## config.mk

```make
export PLATFORM = sky130hd
export DESIGN_NAME = tlut_seq_ctrl
export DESIGN_NICKNAME = d
export VERILOG_FILES = /design/src/rtl/tlut_seq_ctrl_pkg.sv /design/src/rtl/tlut_window_cnt.sv /design/src/rtl/tlut_seq_ctrl.sv
export SDC_FILE = /design/constraint.sdc
export NUM_CORES = 1
export LEC_CHECK = 0
export ABC_AREA = 0
export CAP_MARGIN = 20
export CELL_PAD_IN_SITES_DETAIL_PLACEMENT = 1
export CELL_PAD_IN_SITES_GLOBAL_PLACEMENT = 1
export CORE_AREA = 2 2 248 250
export DETAILED_ROUTE_END_ITERATION = 16
export DIE_AREA = 0 0 250 252
export PLACE_DENSITY_LB_ADDON = 0.1
export SKIP_LAST_GASP = 1
export SLEW_MARGIN = 20
export SYNTH_ARGS = -nofsm -noshare
export SYNTH_HDL_FRONTEND = slang
export SYNTH_HIERARCHICAL = 1
export SYNTH_SLANG_ARGS = --single-unit
export TNS_END_PERCENT = 5
```

## constraint.sdc

```tcl
create_clock -name clk -period 3.4 [get_ports clk]
set_clock_uncertainty 0.05 [all_clocks]
set_input_delay 0.34 -clock clk [delete_from_list [all_inputs] [get_ports clk]]
set_output_delay 0.34 -clock clk [all_outputs]
set_load 0.005 [all_outputs]
```

## src/rtl/tlut_seq_ctrl_pkg.sv

```systemverilog
// Shared types and derived constants for the temporal-LUT job sequencer.
// Vector typedefs are sized for the default cell geometry.
package tlut_seq_ctrl_pkg;

    localparam int P_DIM_A        = 4;
    localparam int P_DIM_C        = 4;
    localparam int P_INPUT_WIDTH  = 4;
    localparam int P_WEIGHT_WIDTH = 8;
    localparam int P_ACC_WIDTH    = 16;

    localparam int WINDOW = 32'd1 << P_INPUT_WIDTH;
    localparam int CNT_W  = P_INPUT_WIDTH + 32'd1;

    typedef enum logic [2:0] {
        S_IDLE  = 3'd0,
        S_LOAD  = 3'd1,
        S_RUN   = 3'd2,
        S_DRAIN = 3'd3,
        S_DONE  = 3'd4
    } seq_state_t;

    typedef logic [P_DIM_A*P_INPUT_WIDTH-1:0]          input_vec_t;
    typedef logic [P_DIM_C*P_WEIGHT_WIDTH-1:0]         weight_vec_t;
    typedef logic [P_DIM_C*P_DIM_A*P_ACC_WIDTH-1:0]    product_arr_t;

    function automatic int win_len(input int iw);
        return 32'd1 << iw;
    endfunction

endpackage

```

## src/rtl/tlut_window_cnt.sv

```systemverilog
// Loadable up/down counter timing the LOAD, RUN and DRAIN phases.
// Terminal count: WINDOW-1 when counting up, zero when counting down.
module tlut_window_cnt #(
    parameter int CNT_W  = 5,
    parameter int WINDOW = 16
) (
    input  logic             clk,
    input  logic             rst,
    input  logic             i_clr,
    input  logic             i_load,
    input  logic [CNT_W-1:0] i_load_val,
    input  logic             i_en,
    input  logic             i_up,
    output logic [CNT_W-1:0] o_cnt,
    output logic             o_tc
);

    localparam logic [CNT_W-1:0] TC_UP   = CNT_W'(WINDOW - 1);
    localparam logic [CNT_W-1:0] CNT_ONE = CNT_W'(1);

    logic [CNT_W-1:0] r_cnt;

    // Counter register: clear beats load, load beats count.
    always_ff @(posedge clk) begin
        if (rst) begin
            r_cnt <= {CNT_W{1'b0}};
        end else if (i_clr) begin
            r_cnt <= {CNT_W{1'b0}};
        end else if (i_load) begin
            r_cnt <= i_load_val;
        end else if (i_en) begin
            r_cnt <= i_up ? (r_cnt + CNT_ONE) : (r_cnt - CNT_ONE);
        end else begin
            r_cnt <= r_cnt;
        end
    end

    assign o_cnt = r_cnt;
    assign o_tc  = i_up ? (r_cnt == TC_UP) : (r_cnt == {CNT_W{1'b0}});

endmodule

```

## src/rtl/tlut_seq_ctrl.sv

```systemverilog
// Job sequencer for one temporal-LUT SIMD cell: accept a job, clear and
// enable the cell for one temporal window, then hand the products downstream.
module tlut_seq_ctrl
    import tlut_seq_ctrl_pkg::*;
#(
    parameter int DIM_A        = P_DIM_A,
    parameter int DIM_C        = P_DIM_C,
    parameter int INPUT_WIDTH  = P_INPUT_WIDTH,
    parameter int WEIGHT_WIDTH = P_WEIGHT_WIDTH,
    parameter int ACC_WIDTH    = P_ACC_WIDTH,
    parameter int LOAD_LAT     = 1,
    parameter int DRAIN_LAT    = 2
) (
    input  logic                               clk,
    input  logic                               rst,
    input  logic                               in_valid,
    output logic                               in_ready,
    input  logic [DIM_A*INPUT_WIDTH-1:0]       in_input,
    input  logic [DIM_C*WEIGHT_WIDTH-1:0]      in_weight,
    output logic [DIM_A*INPUT_WIDTH-1:0]       cell_input_bin,
    output logic [DIM_C*WEIGHT_WIDTH-1:0]      cell_weight_bin,
    output logic                               cell_enable,
    output logic                               cell_clear,
    input  logic [DIM_C*DIM_A*ACC_WIDTH-1:0]   cell_product,
    output logic                               out_valid,
    input  logic                               out_ready,
    output logic [DIM_C*DIM_A*ACC_WIDTH-1:0]   out_product,
    input  logic                               flush,
    output logic                               busy,
    output logic [15:0]                        jobs_done
);

    localparam int CW      = INPUT_WIDTH + 1;
    localparam int WIN_LEN = win_len(INPUT_WIDTH);

    localparam logic [CW-1:0] LOAD_TOP      = CW'(LOAD_LAT - 1);
    localparam logic [CW-1:0] DRAIN_TOP     = CW'(DRAIN_LAT - 1);
    localparam logic [CW-1:0] CNT_ONE       = CW'(1);
    localparam logic          CLR_ON_ACCEPT = (LOAD_TOP == {CW{1'b0}});

    seq_state_t                          r_state;
    logic                                r_in_ready;
    logic                                r_enable;
    logic                                r_clear;
    logic                                r_out_valid;
    logic                                r_busy;
    logic [DIM_A*INPUT_WIDTH-1:0]        r_input;
    logic [DIM_C*WEIGHT_WIDTH-1:0]       r_weight;
    logic [DIM_C*DIM_A*ACC_WIDTH-1:0]    r_out_product;
    logic [15:0]                         r_jobs_done;

    logic          w_accept;
    logic          w_cnt_load;
    logic [CW-1:0] w_cnt_load_val;
    logic          w_cnt_en;
    logic          w_cnt_up;
    logic [CW-1:0] w_cnt;
    logic          w_tc;

    assign w_accept = (r_state == S_IDLE) & r_in_ready & in_valid;
    assign w_cnt_up = (r_state == S_RUN);

    // Per-phase reload: each phase transition preloads the next phase's span.
    always_comb begin
        w_cnt_load     = 1'b0;
        w_cnt_load_val = {CW{1'b0}};
        w_cnt_en       = 1'b0;
        case (r_state)
            S_IDLE: begin
                if (w_accept) begin
                    w_cnt_load     = 1'b1;
                    w_cnt_load_val = LOAD_TOP;
                end else begin
                    w_cnt_load     = 1'b0;
                end
            end
            S_LOAD: begin
                if (w_tc) begin
                    w_cnt_load     = 1'b1;
                    w_cnt_load_val = {CW{1'b0}};
                end else begin
                    w_cnt_en       = 1'b1;
                end
            end
            S_RUN: begin
                if (w_tc) begin
                    w_cnt_load     = 1'b1;
                    w_cnt_load_val = DRAIN_TOP;
                end else begin
                    w_cnt_en       = 1'b1;
                end
            end
            S_DRAIN: begin
                if (w_tc) begin
                    w_cnt_en = 1'b0;
                end else begin
                    w_cnt_en = 1'b1;
                end
            end
            S_DONE:  w_cnt_en = 1'b0;
            default: w_cnt_en = 1'b0;
        endcase
    end

    tlut_window_cnt #(
        .CNT_W  (CW),
        .WINDOW (WIN_LEN)
    ) u_window_cnt (
        .clk        (clk),
        .rst        (rst),
        .i_clr      (flush),
        .i_load     (w_cnt_load),
        .i_load_val (w_cnt_load_val),
        .i_en       (w_cnt_en),
        .i_up       (w_cnt_up),
        .o_cnt      (w_cnt),
        .o_tc       (w_tc)
    );

    // Sequencer FSM with registered handshake and cell controls.
    always_ff @(posedge clk) begin
        if (rst) begin
            r_state       <= S_IDLE;
            r_in_ready    <= 1'b0;
            r_enable      <= 1'b0;
            r_clear       <= 1'b0;
            r_out_valid   <= 1'b0;
            r_busy        <= 1'b0;
            r_input       <= '0;
            r_weight      <= '0;
            r_out_product <= '0;
            r_jobs_done   <= 16'd0;
        end else if (flush) begin
            r_state     <= S_IDLE;
            r_in_ready  <= 1'b1;
            r_enable    <= 1'b0;
            r_clear     <= 1'b0;
            r_out_valid <= 1'b0;
            r_busy      <= 1'b0;
        end else begin
            case (r_state)
                S_IDLE: begin
                    if (w_accept) begin
                        r_input    <= in_input;
                        r_weight   <= in_weight;
                        r_state    <= S_LOAD;
                        r_in_ready <= 1'b0;
                        r_busy     <= 1'b1;
                        r_clear    <= CLR_ON_ACCEPT;
                    end else begin
                        r_in_ready <= 1'b1;
                    end
                end
                S_LOAD: begin
                    if (w_tc) begin
                        r_state  <= S_RUN;
                        r_clear  <= 1'b0;
                        r_enable <= 1'b1;
                    end else begin
                        // Counter reaches zero next cycle: that is the last LOAD cycle.
                        r_clear <= (w_cnt == CNT_ONE);
                    end
                end
                S_RUN: begin
                    if (w_tc) begin
                        r_state  <= S_DRAIN;
                        r_enable <= 1'b0;
                    end
                end
                S_DRAIN: begin
                    if (w_tc) begin
                        r_state       <= S_DONE;
                        r_out_product <= cell_product;
                        r_jobs_done   <= r_jobs_done + 16'd1;
                        r_out_valid   <= 1'b1;
                    end
                end
                S_DONE: begin
                    if (out_ready) begin
                        r_state     <= S_IDLE;
                        r_out_valid <= 1'b0;
                        r_in_ready  <= 1'b1;
                        r_busy      <= 1'b0;
                    end
                end
                default: begin
                    r_state     <= S_IDLE;
                    r_in_ready  <= 1'b0;
                    r_enable    <= 1'b0;
                    r_clear     <= 1'b0;
                    r_out_valid <= 1'b0;
                    r_busy      <= 1'b0;
                end
            endcase
        end
    end

    assign in_ready        = r_in_ready;
    assign cell_input_bin  = r_input;
    assign cell_weight_bin = r_weight;
    assign cell_enable     = r_enable;
    assign cell_clear      = r_clear;
    assign out_valid       = r_out_valid;
    assign out_product     = r_out_product;
    assign busy            = r_busy;
    assign jobs_done       = r_jobs_done;

endmodule

```

==> results of run 1 <==
## state kept, by name (all words and copies together), names as in the netlist
name,count
in_ready,1
out_valid,1
out_product,256
cell_input_bin,16
u_window_cnt/o_cnt,5
r_state,3
cell_clear,1
busy,1
cell_weight_bin,32
jobs_done,16
cell_enable,1
## kinds of logic after synthesis
logic type	count (synthesis)	share of synthesized area (%)
compound gates	346	14.6
other cells	1	0.0311
simple gates	698	23.4
xor+xnor	12	0.873
fa+ha+maj	5	0.582
buf+inv	117	4.96
mux	2	0.177
flops	333	55.4
## per-stage QoR
step                      util (%)  hold slack (ns)
after floorplan                  -            0.359
after global placement        31.8            0.390
after detailed placement      31.8            0.396
after CTS                     34.1            0.196
after global routing          34.1            0.238
final                         34.1            0.200
## metal layers
layer | vias to the layer above | part of all wire (%) | track usage [%]
met4 | 14 | 1.9 | 4.77
met1 | 5888 | 40 | 19.3
met2 | 365 | 49 | 29.9
met5 | - | 0.17 | 0
met3 | 78 | 8.3 | 6.45
li1 | 6102 | - | -
## power by group
part,internal [W],total [W],switching [W]
Sequential,0.00393,0.00395,0.0000164
Clock,0.00257,0.00438,0.00180
Combinational,0.000394,0.000599,0.000205
## repair_timing
action | CTS | global route
gates resized for setup | 0 | 1
setup buffers | 0 | 0
endpoints found under the setup margin | 0 | 63
## critical path: stages (launching register included)
cell	delay (ns)
dfxtp_1	0.55
nand2b_1	0.15
nor2_1	0.33
nand3_1	0.14
a21oi_2	0.30
and4b_1	0.49
nand4_1	0.34
or3_1	0.43
a21oi_1	0.15
## worst max-delay path by stage
stage / slack (ns) / to / cells past startpoint
after global routing: 0.08 / jobs_done[12] / 8
after global placement: 0.40 / out_product[172] / 10
final: 0.40 / jobs_done[12] / 8
after CTS: 0.24 / out_product[229] / 10
after detailed placement: 0.27 / out_product[163] / 10
after floorplan: 0.89 / u_window_cnt/o_cnt[4] / 13
## synth_stat cells, drive strengths merged, types with 2 or more instances
cell    number
o21a         2
a211oi       2
or2          2
or3          7
a21oi      322
and4         2
nor4         2
nor3        11
and4b        2
nand4        5
xnor2        7
nor2        18
buf         68
nand2b       6
ha           4
nor2b        2
inv          5
o21ai       14
xor2         5
and3b        2
nand2      617
nand4b       2
and3         2
nand3        9
dfxtp      333
nor3b        4
clkbuf      44
## area by class of cell
class / instances / area [um2]
flip-flops and latches: 333 / 6670
repair buffers: 659 / 6690
inverters: 5 / 18.8
clock inverters: 9 / 45.0
well taps: 782 / 978
multi-input cells: 1067 / 4810
fillers: 7066 / 39600
diodes: 3 / 7.51
clock buffers: 68 / 1280
==> impl_metrics.py, run 1 <==
metrics = {
    "sta": {
        "fmax_ghz": 0.333,
        "fin_crit_sh_pct": 88.4,
        "layout_min_cycle_time_ns": 3.00,
        "drv_slew": 0,
        "tns_ns": 0,
        "tightest_slew_ns": 0.729,
        "setup-violations-final": 0,
        "rsz0062_at_grt": "false",
        "slew_headroom_pct": 51.4,
        "setup_ws_ns": 0.395,
        "hold_viol": 0,
    },
    "clock_network": {
        "htreeDepth": 2,
        "clk_latency_ns": 0.55,
        "cts_tree": "done",
        "clk_pin_slew_ns": 0.06,
        "cts_buffers": 43,
        "clk_path_buf_depth": 3,
        "clock_sink_count": 333,
        "root_buffer": "clkbuf_16",
        "ctsHoldBuffers": 0,
    },
    "pwr": {
        "worst_ir_drop_vdd_mv": 0.306,
        "leakage_nw": 6.75,
        "p_per_area_mw_per_mm2": 435,
        "p_total_w": 0.00892,
    },
    "global_route": {
        "antenna_found_initial": 10,
        "track_usage_pct": 17.0,
        "grt_pass1_vias": 12831,
        "gr-total-overflow": 0,
        "grt_max_degree": 108,
        "grt_pass1_wl_um": 82400,
    },
    "logic_synthesis": {
        "synth_edf_count": 0,
        "netlist_area_mm2": 0.0120,
        "ys_ff_latch": 333,
        "synth_area_leader_cell": "dfxtp_1",
        "synth_top_area_share_pct": 55.4,
        "postSynth.asyncResetShare_pct": 0,
        "synthTopCellsByArea": "dfxtp_1 55%, nand2_1 19%, a21oi_1 13%",
        "avgSynthCellArea_um2": 7.95,
        "postSynthCellCount": 1514,
        "ys_types": 49,
        "ys.warnings.count": 6,
        "ys.flop_type": "dfxtp_1",
        "synth.yosys.seq_area_share_pct": 55.4,
    },
    "worst_setup_path": {
        "cp_data_required_time_ns": 3.83,
        "arrival_ns": 3.44,
        "cp-start-kind": "flop",
        "r2r-start": "r_state[1]",
        "worst_r2r_path_depth": 8,
        "reg2reg_slack_ns": 0.40,
        "crit_type": "flop to flop",
        "timing.rr.end": "jobs_done[12]",
        "critPathMaxFanout": 12,
        "crit_start": "r_state[1]",
        "end_kind": "flop",
    },
    "place": {
        "place_inst": 2846,
        "place_area_mm2": 0.0192,
        "io_buffers": 633,
        "place.gp.congestion": 0.769,
        "post-place-ws_ns": 0.271,
        "dp_hpwl_um": 41200,
    },
    "detailed_routing": {
        "avgViaCountPerCell": 4.25,
        "drc": 0,
        "first_pass_iters": 4,
        "wirelength_um": 55900,
        "drt-initial-drc-count": 411,
        "ant_nets": 0,
        "vias": 12447,
        "wl_per_cell_um": 19.1,
    },
    "die": {
        "die_w_um": 250,
        "ios": 634,
        "fp.dieH_um": 252,
        "coreArea_mm2": 0.0601,
        "rows": 90,
        "dieArea_mm2": 0.0630,
        "initial_core_util_pct": 20.0,
    },
    "finish": {
        "drive_gt1_share_pct": 4.53,
        "areaGrowthSynthToFinish_pct": 70.2,
        "instances_no_fill": 2926,
        "layout_commonest_cell": "clkdlybuf4s50_1",
        "final_nets": 2423,
        "layout_common_cells": "632 x clkdlybuf4s50_1, 617 x nand2_1, 333 x dfxtp_1, 321 x a21oi_1, 45 x clkbuf_16",
        "postLayoutCellArea_mm2": 0.0205,
    },
    "hold_path": {
        "hold_start": "rst",
        "hold_class": "input port to flop",
        "holdPathStages": 2,
        "worstHoldEndpoint": "in_ready",
    },
    "status": {
        "status": "completed",
    },
    "run": {
        "maxCapViolCount": 0,
    },
}
No activity file was read; power rests on OpenSTA's default activity.
==> run 2, diff against run 1 <==
--- a/config.mk
+++ b/config.mk
@@ -13,6 +13,7 @@
 export DETAILED_ROUTE_END_ITERATION = 16
 export DIE_AREA = 0 0 250 252
 export PLACE_DENSITY_LB_ADDON = 0.1
+export RECOVER_POWER = 25
 export SKIP_LAST_GASP = 1
 export SLEW_MARGIN = 20
 export SYNTH_ARGS = -nofsm -noshare
==> run 2 against run 1 <==
First-iteration DRC count fell by 2.4%; worst setup slack got worse by 0.0027 ns; register-to-register slack barely moved; highest routed layer unchanged.
==> impl_metrics.py, run 2 (synthesis gave the netlist of run 1 again) <==
metrics = {
    "detailed_routing": {
        "drt-initial-drc-count": 401,
        "wirelength_um": 55900,
        "wl_per_cell_um": 19.1,
        "drc": 0,
        "avgViaCountPerCell": 4.25,
        "ant_nets": 0,
        "vias": 12448,
        "first_pass_iters": 4,
    },
    "finish": {
        "drive_gt1_share_pct": 4.53,
        "layout_common_cells": "617 x nand2_1, 470 x clkdlybuf4s50_1, 333 x dfxtp_1, 321 x a21oi_1, 162 x dlygate4sd3_1",
        "fill_cells": 7066,
        "areaGrowthSynthToFinish_pct": 70.2,
        "layout_commonest_cell": "nand2_1",
        "multiInputGateArea_mm2": 0.00481,
        "instances_no_fill": 2927,
        "largest_reg_flops": 256,
        "final_nets": 2423,
        "regArea_mm2": 0.00667,
    },
    "hold_path": {
        "worstHoldEndpoint": "in_ready",
        "hold_class": "input port to flop",
        "hold_start": "rst",
        "holdPathStages": 2,
    },
    "clock_network": {
        "post_cts_buffers": 0,
        "cts_buffers": 43,
        "ctsHoldBuffers": 0,
        "cts_tree": "done",
        "root_buffer": "clkbuf_16",
        "htreeDepth": 2,
        "clk_pin_slew_ns": 0.06,
        "clk_path_buf_depth": 3,
        "clock_sink_count": 333,
        "clk_latency_ns": 0.55,
        "cts_resized": 0,
    },
    "worst_setup_path": {
        "critPathSlowestCell": "dfxtp_1",
        "timing.rr.end": "jobs_done[12]",
        "slowest_delay_ns": 0.55,
        "worst_r2r_path_depth": 8,
        "cp_data_required_time_ns": 3.83,
        "critPathMaxFanout": 12,
        "end_kind": "flop",
        "reg2reg_slack_ns": 0.39,
        "arrival_ns": 3.44,
        "cp-start-kind": "flop",
        "crit_type": "flop to flop",
        "crit_chain": "nand2b_1 > nor2_1 > nand3_1 > a21oi_2 > and4b_1 > nand4_1 > or3_1 > a21oi_1",
        "r2r-start": "r_state[1]",
    },
    "place": {
        "dp_hpwl_um": 41200,
        "place.gp.congestion": 0.769,
        "io_buffers": 633,
        "post-place-ws_ns": 0.271,
        "place_inst": 2846,
    },
    "global_route": {
        "grt_max_degree": 108,
        "grt_pass1_wl_um": 82400,
        "gr-total-overflow": 0,
        "grt_pass1_vias": 12831,
        "antenna_found_initial": 10,
        "track_usage_pct": 17.0,
    },
    "die": {
        "die_w_um": 250,
        "rows": 90,
        "ios": 634,
        "coreArea_mm2": 0.0601,
        "initial_core_util_pct": 20.0,
        "dieArea_mm2": 0.0630,
        "fp.dieH_um": 252,
    },
    "sta": {
        "fin_crit_sh_pct": 88.5,
        "drv_slew": 0,
        "tightest_slew_ns": 0.735,
        "fmax_ghz": 0.333,
        "setup-violations-final": 0,
        "holdWs_ns": 0.199,
        "rsz0062_at_grt": "false",
        "tns_ns": 0,
        "slew_headroom_pct": 51.0,
        "hold_viol": 0,
        "layout_min_cycle_time_ns": 3.01,
        "setup_ws_ns": 0.393,
    },
    "pwr": {
        "leakage_nw": 7.32,
        "p_per_area_mw_per_mm2": 435,
        "p_sw_share_pct": 22.7,
        "power_frac_clock_pct": 49.1,
        "seqPwrFrac_pct": 44.3,
        "comb_power_share_pct": 6.7,
        "p_total_w": 0.00891,
        "p_int_w": 0.00689,
        "worst_ir_drop_vdd_mv": 0.305,
        "p_switching_w": 0.00202,
    },
    "status": {
        "status": "completed",
    },
    "run": {
        "maxCapViolCount": 0,
    },
}
-- run 2: worst max path at each step --
stage	start	endpoint	slack (ns)
floorplan	r_state[1]	u_window_cnt/o_cnt[4]	0.89
global placement	r_state[1]	out_product[172]	0.40
detailed placement	r_state[1]	out_product[163]	0.27
CTS	r_state[1]	out_product[229]	0.24
global route	r_state[1]	jobs_done[12]	0.08
finish	r_state[1]	jobs_done[12]	0.39
-- run 2: worst max-delay path: cells and delay by family (launching register included) --
| family | cells | cell delay, ns |
|---|---|---|
| compound gates | 2 | 0.45 |
| flops | 1 | 0.55 |
| simple gates | 6 | 1.89 |
-- run 2: area by class of cell --
| class | instances | area share [%] |
|---|---|---|
| timing repair buffer | 659 | 32.6 |
| sequential | 333 | 32.5 |
| multi-input combinational | 1067 | 23.5 |
| clock buffer | 68 | 6.26 |
| tap | 782 | 4.77 |
| clock inverter | 9 | 0.220 |
| inverter | 5 | 0.0916 |
| antenna | 4 | 0.0488 |
-- run 2: per-layer routing --
layer | global-route usage [%] | wire length, um | up-vias | part of all wire (%)
met4 | 4.77 | 1070 | 14 | 1.9
met2 | 29.9 | 27500 | 359 | 49
met1 | 19.3 | 22600 | 5885 | 40
li1 | - | - | 6112 | -
met5 | 0 | 96 | - | 0.17
met3 | 6.45 | 4610 | 78 | 8.3
-- run 2: power groups by stage --
stage | logic, W | clock network [W] | registers (W)
after floorplan | 0.000143 | 0 | 0.00403
after global placement | 0.000601 | 0 | 0.00403
after detailed placement | 0.000604 | 0 | 0.00403
after CTS | 0.000609 | 0.00455 | 0.00394
after global routing | 0.000641 | 0.00469 | 0.00395
final | 0.000593 | 0.00438 | 0.00394
-- run 2: stage by stage --
stage | util (%) | cell area [um2]
final | 34.1 | 20500
after global placement | 31.8 | 19200
after floorplan | - | 12100
after CTS | 34.1 | 20500
after detailed placement | 31.8 | 19200
after global routing | 34.1 | 20500
